## src/rtl/ibex_mem_mux_pkg.sv

```systemverilog
// Shared types and defaults for the Ibex memory-bus multiplexer.
// The integrity pass-through is selected with IBEX_MEM_MUX_INTG_EN.
package ibex_mem_mux_pkg;

   localparam int unsigned DEFAULT_NUM_HOSTS       = 2;
   localparam int unsigned DEFAULT_ADDR_WIDTH      = 32;
   localparam int unsigned DEFAULT_DATA_WIDTH      = 32;
   localparam int unsigned DEFAULT_INTG_WIDTH      = 7;
   localparam int unsigned DEFAULT_MAX_OUTSTANDING = 4;

   // A host index needs at least one bit even when only one host exists.
   function automatic int unsigned idx_width(input int unsigned n);
      return (n > 1) ? $clog2(n) : 1;
   endfunction

   typedef logic [idx_width(DEFAULT_NUM_HOSTS)-1:0] host_idx_t;

   typedef struct packed {
      logic [DEFAULT_ADDR_WIDTH-1:0]   addr;
      logic                            we;
      logic [DEFAULT_DATA_WIDTH/8-1:0] be;
      logic [DEFAULT_DATA_WIDTH-1:0]   wdata;
      logic [DEFAULT_INTG_WIDTH-1:0]   wintg;
   } req_payload_t;

endpackage

```

## src/rtl/ibex_mem_mux_id_fifo.sv

```systemverilog
// Synchronous FIFO holding the issuing host index of each outstanding request.
// Pointers wrap modulo DEPTH; occupancy is kept in a separate counter.
module ibex_mem_mux_id_fifo #(
   parameter int unsigned WIDTH = 1,
   parameter int unsigned DEPTH = 4,
   localparam int unsigned CNT_W = $clog2(DEPTH + 1),
   localparam int unsigned PTR_W = (DEPTH > 1) ? $clog2(DEPTH) : 1
) (
   input  logic             clk,
   input  logic             reset,
   input  logic             push_i,
   input  logic [WIDTH-1:0] data_i,
   input  logic             pop_i,
   output logic [WIDTH-1:0] data_o,
   output logic             full_o,
   output logic             empty_o,
   output logic [CNT_W-1:0] count_o
);

   logic [WIDTH-1:0] mem_q [DEPTH];
   logic [PTR_W-1:0] wr_ptr_q, wr_ptr_d, rd_ptr_q, rd_ptr_d;
   logic [CNT_W-1:0] count_q, count_d;
   logic             push_ok, pop_ok;

   function automatic logic [PTR_W-1:0] ptr_inc(input logic [PTR_W-1:0] p);
      return (p == PTR_W'(DEPTH - 1)) ? '0 : p + 1'b1;
   endfunction

   assign full_o  = (count_q == CNT_W'(DEPTH));
   assign empty_o = (count_q == '0);
   assign count_o = count_q;
   assign data_o  = mem_q[rd_ptr_q];
   assign push_ok = push_i & ~full_o;
   assign pop_ok  = pop_i & ~empty_o;

   always_comb begin
      // NOTE: defaults come first so every path assigns every output and no latch is inferred.
      wr_ptr_d = wr_ptr_q;
      rd_ptr_d = rd_ptr_q;
      count_d  = count_q + CNT_W'(push_ok) - CNT_W'(pop_ok);
      if (push_ok) wr_ptr_d = ptr_inc(wr_ptr_q);
      if (pop_ok)  rd_ptr_d = ptr_inc(rd_ptr_q);
   end

   always_ff @(posedge clk or posedge reset) begin
      // NOTE: sequential state uses non-blocking assignments so all registers update together.
      if (reset) begin
         wr_ptr_q <= '0;
         rd_ptr_q <= '0;
         count_q  <= '0;
      end else begin
         wr_ptr_q <= wr_ptr_d;
         rd_ptr_q <= rd_ptr_d;
         count_q  <= count_d;
      end
   end

   // NOTE: storage is not reset; only entries between the reset pointers are ever read.
   always_ff @(posedge clk) begin
      if (push_ok) mem_q[wr_ptr_q] <= data_i;
   end

endmodule

```

## src/rtl/ibex_mem_mux.sv

```systemverilog
// N-host to one-device Ibex memory-bus mux: round-robin with request lock, in-order
// response routing. Define IBEX_MEM_MUX_INTG_EN to pass wintg/rintg through.
module ibex_mem_mux
   import ibex_mem_mux_pkg::*;
#(
   parameter int unsigned NUM_HOSTS       = DEFAULT_NUM_HOSTS,
   parameter int unsigned ADDR_WIDTH      = DEFAULT_ADDR_WIDTH,
   parameter int unsigned DATA_WIDTH      = DEFAULT_DATA_WIDTH,
   parameter int unsigned INTG_WIDTH      = DEFAULT_INTG_WIDTH,
   parameter int unsigned MAX_OUTSTANDING = DEFAULT_MAX_OUTSTANDING,
   localparam int unsigned OUT_W          = $clog2(MAX_OUTSTANDING + 1)
) (
   input  logic                                   clk,
   input  logic                                   reset,
   input  logic [NUM_HOSTS-1:0]                   host_req_i,
   output logic [NUM_HOSTS-1:0]                   host_gnt_o,
   input  logic [NUM_HOSTS-1:0][ADDR_WIDTH-1:0]   host_addr_i,
   input  logic [NUM_HOSTS-1:0]                   host_we_i,
   input  logic [NUM_HOSTS-1:0][DATA_WIDTH/8-1:0] host_be_i,
   input  logic [NUM_HOSTS-1:0][DATA_WIDTH-1:0]   host_wdata_i,
   input  logic [NUM_HOSTS-1:0][INTG_WIDTH-1:0]   host_wintg_i,
   output logic [NUM_HOSTS-1:0]                   host_rvalid_o,
   output logic [DATA_WIDTH-1:0]                  host_rdata_o,
   output logic [INTG_WIDTH-1:0]                  host_rintg_o,
   output logic [NUM_HOSTS-1:0]                   host_err_o,
   output logic                                   dev_req_o,
   output logic [ADDR_WIDTH-1:0]                  dev_addr_o,
   output logic                                   dev_we_o,
   output logic [DATA_WIDTH/8-1:0]                dev_be_o,
   output logic [DATA_WIDTH-1:0]                  dev_wdata_o,
   output logic [INTG_WIDTH-1:0]                  dev_wintg_o,
   input  logic                                   dev_gnt_i,
   input  logic                                   dev_rvalid_i,
   input  logic [DATA_WIDTH-1:0]                  dev_rdata_i,
   input  logic [INTG_WIDTH-1:0]                  dev_rintg_i,
   input  logic                                   dev_err_i,
   output logic [OUT_W-1:0]                       outstanding_o,
   output logic                                   unexp_rvalid_o
);

   localparam int unsigned IDX_W = idx_width(NUM_HOSTS);

   logic [NUM_HOSTS-1:0] req_eff;
   logic [IDX_W-1:0]     winner, head;
   logic [IDX_W-1:0]     rr_ptr_q, rr_ptr_d, lock_idx_q, lock_idx_d;
   logic                 lock_q, lock_d, unexp_q, unexp_d;
   logic                 found, handshake, rvalid_eff, pop, fifo_full, fifo_empty;
   int unsigned          cand;

   // Masking during reset forces every combinational output to zero.
   assign req_eff    = host_req_i & {NUM_HOSTS{~reset}};
   assign rvalid_eff = dev_rvalid_i & ~reset;

   always_comb begin
      winner = '0;
      found  = 1'b0;
      cand   = 0;
      if (lock_q && req_eff[lock_idx_q]) begin
         winner = lock_idx_q;
         found  = 1'b1;
      end else begin
         for (int unsigned k = 0; k < NUM_HOSTS; k++) begin
            cand = (32'(rr_ptr_q) + k) % NUM_HOSTS;
            if (!found && req_eff[cand]) begin
               winner = IDX_W'(cand);
               found  = 1'b1;
            end
         end
      end
   end

   assign dev_req_o  = (|req_eff) & ~fifo_full;
   assign handshake  = dev_req_o & dev_gnt_i;
   assign host_gnt_o = handshake ? (NUM_HOSTS'(1) << winner) : '0;

   always_comb begin
      dev_addr_o  = '0;
      dev_we_o    = 1'b0;
      dev_be_o    = '0;
      dev_wdata_o = '0;
      dev_wintg_o = '0;
      if (dev_req_o) begin
         dev_addr_o  = host_addr_i[winner];
         dev_we_o    = host_we_i[winner];
         dev_be_o    = host_be_i[winner];
         dev_wdata_o = host_wdata_i[winner];
`ifdef IBEX_MEM_MUX_INTG_EN
         dev_wintg_o = host_wintg_i[winner];
`endif
      end
   end

`ifdef IBEX_MEM_MUX_INTG_EN
   assign host_rintg_o = reset ? '0 : dev_rintg_i;
`else
   logic unused_intg;
   assign unused_intg  = ^{host_wintg_i, dev_rintg_i};
   assign host_rintg_o = '0;
`endif

   // A response with nothing outstanding is dropped and only raises the sticky flag.
   assign pop           = rvalid_eff & ~fifo_empty;
   assign host_rvalid_o = pop ? (NUM_HOSTS'(1) << head) : '0;
   assign host_err_o    = host_rvalid_o & {NUM_HOSTS{dev_err_i}};
   assign host_rdata_o  = reset ? '0 : dev_rdata_i;
   assign unexp_rvalid_o = unexp_q;

   always_comb begin
      rr_ptr_d   = rr_ptr_q;
      lock_d     = 1'b0;
      lock_idx_d = lock_idx_q;
      unexp_d    = unexp_q | (rvalid_eff & fifo_empty);
      if (handshake) begin
         rr_ptr_d = IDX_W'((32'(winner) + 1) % NUM_HOSTS);
      end else if (dev_req_o) begin
         lock_d     = 1'b1;
         lock_idx_d = winner;
      end
   end

   always_ff @(posedge clk or posedge reset) begin
      if (reset) begin
         rr_ptr_q   <= '0;
         lock_q     <= 1'b0;
         lock_idx_q <= '0;
         unexp_q    <= 1'b0;
      end else begin
         rr_ptr_q   <= rr_ptr_d;
         lock_q     <= lock_d;
         lock_idx_q <= lock_idx_d;
         unexp_q    <= unexp_d;
      end
   end

   ibex_mem_mux_id_fifo #(
      .WIDTH (IDX_W),
      .DEPTH (MAX_OUTSTANDING)
   ) u_id_fifo (
      .clk     (clk),
      .reset   (reset),
      .push_i  (handshake),
      .data_i  (winner),
      .pop_i   (pop),
      .data_o  (head),
      .full_o  (fifo_full),
      .empty_o (fifo_empty),
      .count_o (outstanding_o)
   );

endmodule
```

## config.mk

```make
export PLATFORM = sky130hd
export DESIGN_NAME = ibex_mem_mux
export DESIGN_NICKNAME = d
export VERILOG_FILES = /design/src/rtl/ibex_mem_mux_pkg.sv /design/src/rtl/ibex_mem_mux_id_fifo.sv /design/src/rtl/ibex_mem_mux.sv
export SDC_FILE = /design/constraint.sdc
export NUM_CORES = 1
export LEC_CHECK = 0
export ABC_CLOCK_PERIOD_IN_PS = 5900
export CORE_AREA = 2 2 127 129
export DETAILED_ROUTE_END_ITERATION = 8
export DIE_AREA = 0 0 129 131
export GPL_TIMING_DRIVEN = 0
export PLACE_DENSITY = 0.72
export SETUP_SLACK_MARGIN = 0.3
export SYNTH_ARGS = -nofsm -noshare
export SYNTH_HDL_FRONTEND = slang
export SYNTH_SLANG_ARGS = --single-unit
export TNS_END_PERCENT = 5
```

## constraint.sdc

```tcl
create_clock -name clk -period 5.9 [get_ports clk]
set_input_delay 0.59 -clock clk [delete_from_list [all_inputs] [get_ports clk]]
set_output_delay 0.59 -clock clk [all_outputs]
set_load 0.1 [all_outputs]
```

After elaboration in Yosys (flattened, before gate mapping)
Memories as Yosys holds them, arrays and structs flattened.
Cells that the tools add are included.
{ "totals": {"ram_bits": 4, "memories": 1, "latchBits": 0, "output_inout_bits": 126, "romBits": 0, "ff_bits": 11} }
{ "op_classes": {"order_cmp": 4, "muxes": 32, "n_bitwise": 14, "div": 0, "add_sub_neg": 6, "n_mul": 0, "shift": 2, "n_reduce_logical": 6, "eq_ne": 3} }
{ "memory_table": {"columns": ["name", "depth", "word_bits", "read_ports", "rd_ports_with_merged_regs", "write_ports", "line_no", "rtl"], "rows": [
  ["u_id_fifo.mem_q", 4, 1, 1, 0, 1, "ibex_mem_mux_id_fifo.sv:20", "logic [WIDTH-1:0] mem_q [DEPTH];"]
]} }
{ "ops": {"columns": ["cell", "count"], "rows": [
  ["$mux 32", 7],
  ["$mux 1", 18],
  ["$mux 4", 3],
  ["$lt 1x2->1 const B", 4],
  ["$mux 2", 4],
  ["$and 1x1->1", 7],
  ["$add 2x1->2 const B", 2],
  ["$and 2x2->2", 2],
  ["$eq 2x2->1 const B", 2],
  ["$not 1->1", 4],
  ["$shl 1x1->2 const A", 2],
  ["$add 3x1->3", 1],
  ["$eq 3x3->1 const B", 1],
  ["$logic_not 3->1", 1],
  ["$sub 3x1->3", 1],
  ["$add 1x1->1 const B", 2],
  ["$logic_and 1x1->1", 2],
  ["$reduce_and 2->1", 1],
  ["$reduce_or 2->1", 1],
  ["$logic_not 1->1", 1],
  ["$or 1x1->1", 1]
]} }

Depth between registers and ports, before layout
{ "depth": {"word_depth": 13, "mapped_depth": 10} }

Cells and area by module
From an unflattened synthesis, not the netlist that was laid out.
{ "unflattened": {"hier_cells": 542, "hier_area_um2": 4634.4} }
{ "by_module_without_submodules": {"columns": ["mod", "instances", "area_each_um2", "cells_per_inst"], "rows": [
  ["ibex_mem_mux", 1, 4030.1, 497],
  ["ibex_mem_mux_id_fifo", 1, 604.3, 45]
]} }

Least setup slack after synthesis
No wires, ideal clock.
{ "synth_path": {"kind": "register -> output", "start": "reg u_id_fifo.count_q[1], in the netlist u_id_fifo.count_o[1]", "end": "out host_gnt_o[0]", "stages_incl_launch_ff": 5, "slack_ns": 1.649, "required_ns": 5.310, "arrival_ns": 3.661, "cell_sequence": "dfrtp_1 > nor3b_2 > or2_1 > buf_6 > nor3_1"} }
{ "synth_via": {"elab_chain_len": 5} }
{ "synth_lines": {"columns": ["element", "line_no", "rtl"], "rows": [
  ["start: declaration", "ibex_mem_mux_id_fifo.sv:22", "logic [CNT_W-1:0] count_q, count_d;"],
  ["start signal: assignment", "ibex_mem_mux_id_fifo.sv:54", "count_q <= count_d;"],
  ["$eq 3x3->1", "ibex_mem_mux_id_fifo.sv:29", "assign full_o = (count_q == CNT_W'(DEPTH));"],
  ["$not 1->1", "ibex_mem_mux.sv:72", "assign dev_req_o = (|req_eff) & ~fifo_full;"],
  ["$and 1x1->1", "ibex_mem_mux.sv:72", null],
  ["$and 1x1->1", "ibex_mem_mux.sv:73", "assign handshake = dev_req_o & dev_gnt_i;"],
  ["$mux 2", "ibex_mem_mux.sv:74", "assign host_gnt_o = handshake ? (NUM_HOSTS'(1) << winner) : '0;"],
  ["end: declaration", "ibex_mem_mux.sv:16", "output logic [NUM_HOSTS-1:0] host_gnt_o,"]
]} }
No other way between the ends.

Worst setup path after layout
{ "layout_path": {"start": "in host_req_i[0]", "end": "out dev_wdata_o[6]"} }
{ "layout_via": {"elab_chain_len": 12, "word_cells_on_any_way": 20} }
{ "layout_lines": {"columns": ["element", "line_no", "rtl"], "rows": [
  ["start: declaration", "ibex_mem_mux.sv:15", "input logic [NUM_HOSTS-1:0] host_req_i,"],
  ["$and 2x2->2 (*)", "ibex_mem_mux.sv:51", "assign req_eff = host_req_i & {NUM_HOSTS{~reset}};"],
  ["$mux 1 (not written as such) (2 in a row)", "ibex_mem_mux.sv:64", "if (!found && req_eff[cand]) begin"],
  ["$mux 1", "ibex_mem_mux.sv:64", null],
  ["$mux 1", "ibex_mem_mux.sv:58", "if (lock_q && req_eff[lock_idx_q]) begin"],
  ["$logic_not 1->1", "ibex_mem_mux.sv:64", null],
  ["$logic_and 1x1->1", "ibex_mem_mux.sv:64", null],
  ["$mux 1", "ibex_mem_mux.sv:64", null],
  ["$mux 1", "ibex_mem_mux.sv:58", null],
  ["$mux 32 (not written as such) (2 in a row)", "ibex_mem_mux.sv:86", "dev_wdata_o = host_wdata_i[winner];"],
  ["$mux 32 (*)", "ibex_mem_mux.sv:82", "if (dev_req_o) begin"],
  ["end: declaration", "ibex_mem_mux.sv:30", "output logic [DATA_WIDTH-1:0] dev_wdata_o,"]
]} }
Mark *: on every way between the ends. The rest lies on a longest branch, timed or not. The select of a mux whose other input is x is not followed.

==> impl_metrics.env <==
export IMPL_synth_avg_cell_area_sq_um=9.159
export IMPL_crit_path_end_kind="output port"
export IMPL_dp_final_hpwl_mm=15.53
export IMPL_grt_usage_pct=21.74
export IMPL_synthTopCellsByArea="a221oi_2 (20%), nor4bb_1 (13%), a21oi_2 (12%)"
export IMPL_worstPathArrival_ps=3520
export IMPL_ys_seq_area_share_pct=8.039
export IMPL_synth_top_area_share_pct=19.84
export IMPL_clock_skew_ps=2.435
export IMPL_wirelength_mm=20.00
export IMPL_p_sw_share_pct=63.59
export IMPL_cts_tree="built"
export IMPL_cts_max_level=1
export IMPL_cts_made_buffers=3
export IMPL_use_met3_pct=2.606
export IMPL_drv_slew=0
export IMPL_worstMarginPinSlew_ps=1047
export IMPL_postCtsHoldBufs=0
export IMPL_routedWlPerCell_um=18.90
export IMPL_port_buffers=288
export IMPL_grt_max_degree=13
export IMPL_hold_path_class="flop to flop"
export IMPL_dr_pass1_iters=4
export IMPL_ir_drop_mv=0.1616
export IMPL_rows=46
export IMPL_critical_path_max_fanout=10
export IMPL_ys_ff_latch=15
export IMPL_layout_drive_gt1_share_pct=26.48
export IMPL_yosysWarnings=0
export IMPL_grt_overflow=0
export IMPL_syn_inst=537
export IMPL_cts_root_buf="clkbuf_16"
export IMPL_pwr_share_seq_pct=8.3
export IMPL_tns_ps=0
export IMPL_core_area_sq_um=15600
export IMPL_max_freq_ghz=0.2434
export IMPL_p_leak_nw=3.059
export IMPL_clkSlewWorstSetupHoldPaths_ps=50
export IMPL_fp_dieW_um=129
export IMPL_p_per_area_nw_per_um2=267.2
export IMPL_drcViolationCount=0
export IMPL_start_util_pct=31.53
export IMPL_num_nets_final=1049
export IMPL_met1_usage_pct=26.41
export IMPL_area_growth_pct=66.73
export IMPL_grt_pass1_wl_mm=29.55
export IMPL_diodes=0
export IMPL_viasPerCell=5.304
export IMPL_p_comb_share_pct=85.8
export IMPL_place_congestion=0.8332
export IMPL_grt_util_met2_pct=41.49
export IMPL_cp_start_kind="input port"
export IMPL_ios=324
export IMPL_layout_cells_most_common="clkdlybuf4s50_1"
export IMPL_critPathRequiredTime_ps=5310
export IMPL_first_global_vias=5538
export IMPL_hold_viol=0
export IMPL_p_clk_share_pct=5.9
export IMPL_clock_sinks=15
export IMPL_antenna_found_initial=0
export IMPL_ant_nets=0
export IMPL_final_cell_area_sq_um=8200
export IMPL_synthesis_area_sq_um=4918
export IMPL_cts_resized=0
export IMPL_postCtsSetupBuffers=0
export IMPL_placed_area_sq_um=8120
export IMPL_initialDrtViolationCount=218
export IMPL_status="finished, final reports clean"
export IMPL_yosysTopAreaCell="a221oi_2"
export IMPL_intPower_w=0.0007979
export IMPL_p_switching_w=0.001393
export IMPL_busiest_layer="met2"
export IMPL_report_final_setup_viol=0
export IMPL_rsz0062_at_grt="false"
export IMPL_timing_max_cap_violations=0
export IMPL_post_route_min_period_ps=4109
export IMPL_period_share_pct=69.64
export IMPL_dieArea_sq_um=16900
export IMPL_path_class="input port to output port"
export IMPL_die_y_um=131
export IMPL_relSlewSlack_pct=29.99
export IMPL_clock_path_buffers=2
export IMPL_layout_common_cells="clkdlybuf4s50_1 (288), a21oi_2 (70), and3b_1 (70)"
export IMPL_clk_insertion_delay_late_ps=240
export IMPL_synth_distinct_cells=38
export IMPL_vias=5612
metrics by stage:
stage / setup slack [ps] / util [%] / std cells / hold slack [ps] / power, W
final: 1791 / 52.58 / 1058 / 472.1 / 0.002191
after detailed placement: 1803 / 52.06 / 1054 / 461.4 / 0.002065
after global placement: 1791 / 52.06 / 1054 / 452.8 / 0.002054
after CTS: 1795 / 52.58 / 1058 / 472.2 / 0.002202
after global routing: 1672 / 52.58 / 1058 / 488.5 / 0.002296
after floorplan: 1649 / - / 550 / 493.4 / 0.001607
metal layers:
metal  vias up  wire length, um
met3        26             1348
li1       2709                -
met2       242            10170
met1      2635             8151
met5         -                0
met4         0              323
worst max-delay path, cell delays in order:
cell             delay, ps
clkdlybuf4s50_1        590
buf_6                  190
buf_2                  320
buf_2                  320
nand3_1                140
a21oi_2                200
clkdlybuf4s50_1       1160
cells in the mapped netlist:
master,n
and3_1,1
or2_1,1
and4bb_2,4
a21oi_2,70
nor3_1,3
a221oi_2,65
dfrtp_1,11
mux2_4,1
inv_1,9
fa_1,1
mux2_1,4
ha_1,7
mux2i_2,1
nor4bb_1,63
nand2b_1,1
a221oi_1,4
conb_1,1
buf_2,34
and2_1,6
and3b_1,70
inv_2,1
edfxtp_1,4
clkbuf_1,23
mux4_2,1
nand3_1,69
mux2i_1,1
a31o_2,1
buf_6,17
o21bai_4,1
nor3b_4,1
nor3_4,1
nor3b_2,1
buf_4,19
and4bb_1,2
nor2_1,2
xnor2_1,2
mux2_2,1
nor2b_1,33
power by group through the flow:
stage / logic (W) / clock network (W) / registers [W]
after detailed placement: 0.00188 / 0 / 0.000184
after global placement: 0.00187 / 0 / 0.000182
after CTS: 0.00189 / 0.000133 / 0.000183
final: 0.00188 / 0.000130 / 0.000182
after global routing: 0.00197 / 0.000137 / 0.000190
after floorplan: 0.00133 / 0 / 0.000279
final timing paths:
| kind | endpoint | from | depth (start not counted) | slack (ps) |
|---|---|---|---|---|
| min in group asynchronous | u_id_fifo.wr_ptr_q[1] | reset | 3 | 1140 |
| max in group asynchronous | u_id_fifo.rd_ptr_q[0] | reset | 3 | 4450 |
| hold / removal | unexp_rvalid_o | unexp_rvalid_o | 1 | 470 |
| hold reg to reg | unexp_rvalid_o | unexp_rvalid_o | 1 | 470 |
| setup / recovery | dev_wdata_o[6] | host_req_i[0] | 7 | 1790 |
| setup reg to reg | u_id_fifo.count_o[2] | u_id_fifo.count_o[1] | 9 | 3670 |
cell families after synthesis:
kind of cell,Yosys count,share of synthesized area (%)
other cells,1,0.07624
mux,9,2.391
xor+xnor,2,0.3562
compound gates,141,33.58
flops,15,8.039
buf+inv,103,12.77
fa+ha+maj,8,2.188
simple gates,258,40.60
state kept, by name, summed over array words and instances, names as in the netlist:
name / count
lock_idx_q: 1
lock_q: 1
rr_ptr_q: 1
u_id_fifo.count_o: 3
u_id_fifo.mem_q: 4
u_id_fifo.rd_ptr_q: 2
u_id_fifo.wr_ptr_q: 2
unexp_rvalid_o: 1
layout make-up:
cell class / instances / area [sq um]
inverter: 10 / 37.54
timing repair buffer: 288 / 2883
clock buffer: 3 / 75.07
clock inverter: 1 / 5.005
buffer: 93 / 590.6
tap: 216 / 270.3
fill: 1486 / 7397
sequential: 15 / 395.4
multi-input combinational: 432 / 3944
Note: power is estimated with default switching activity, not from simulation.
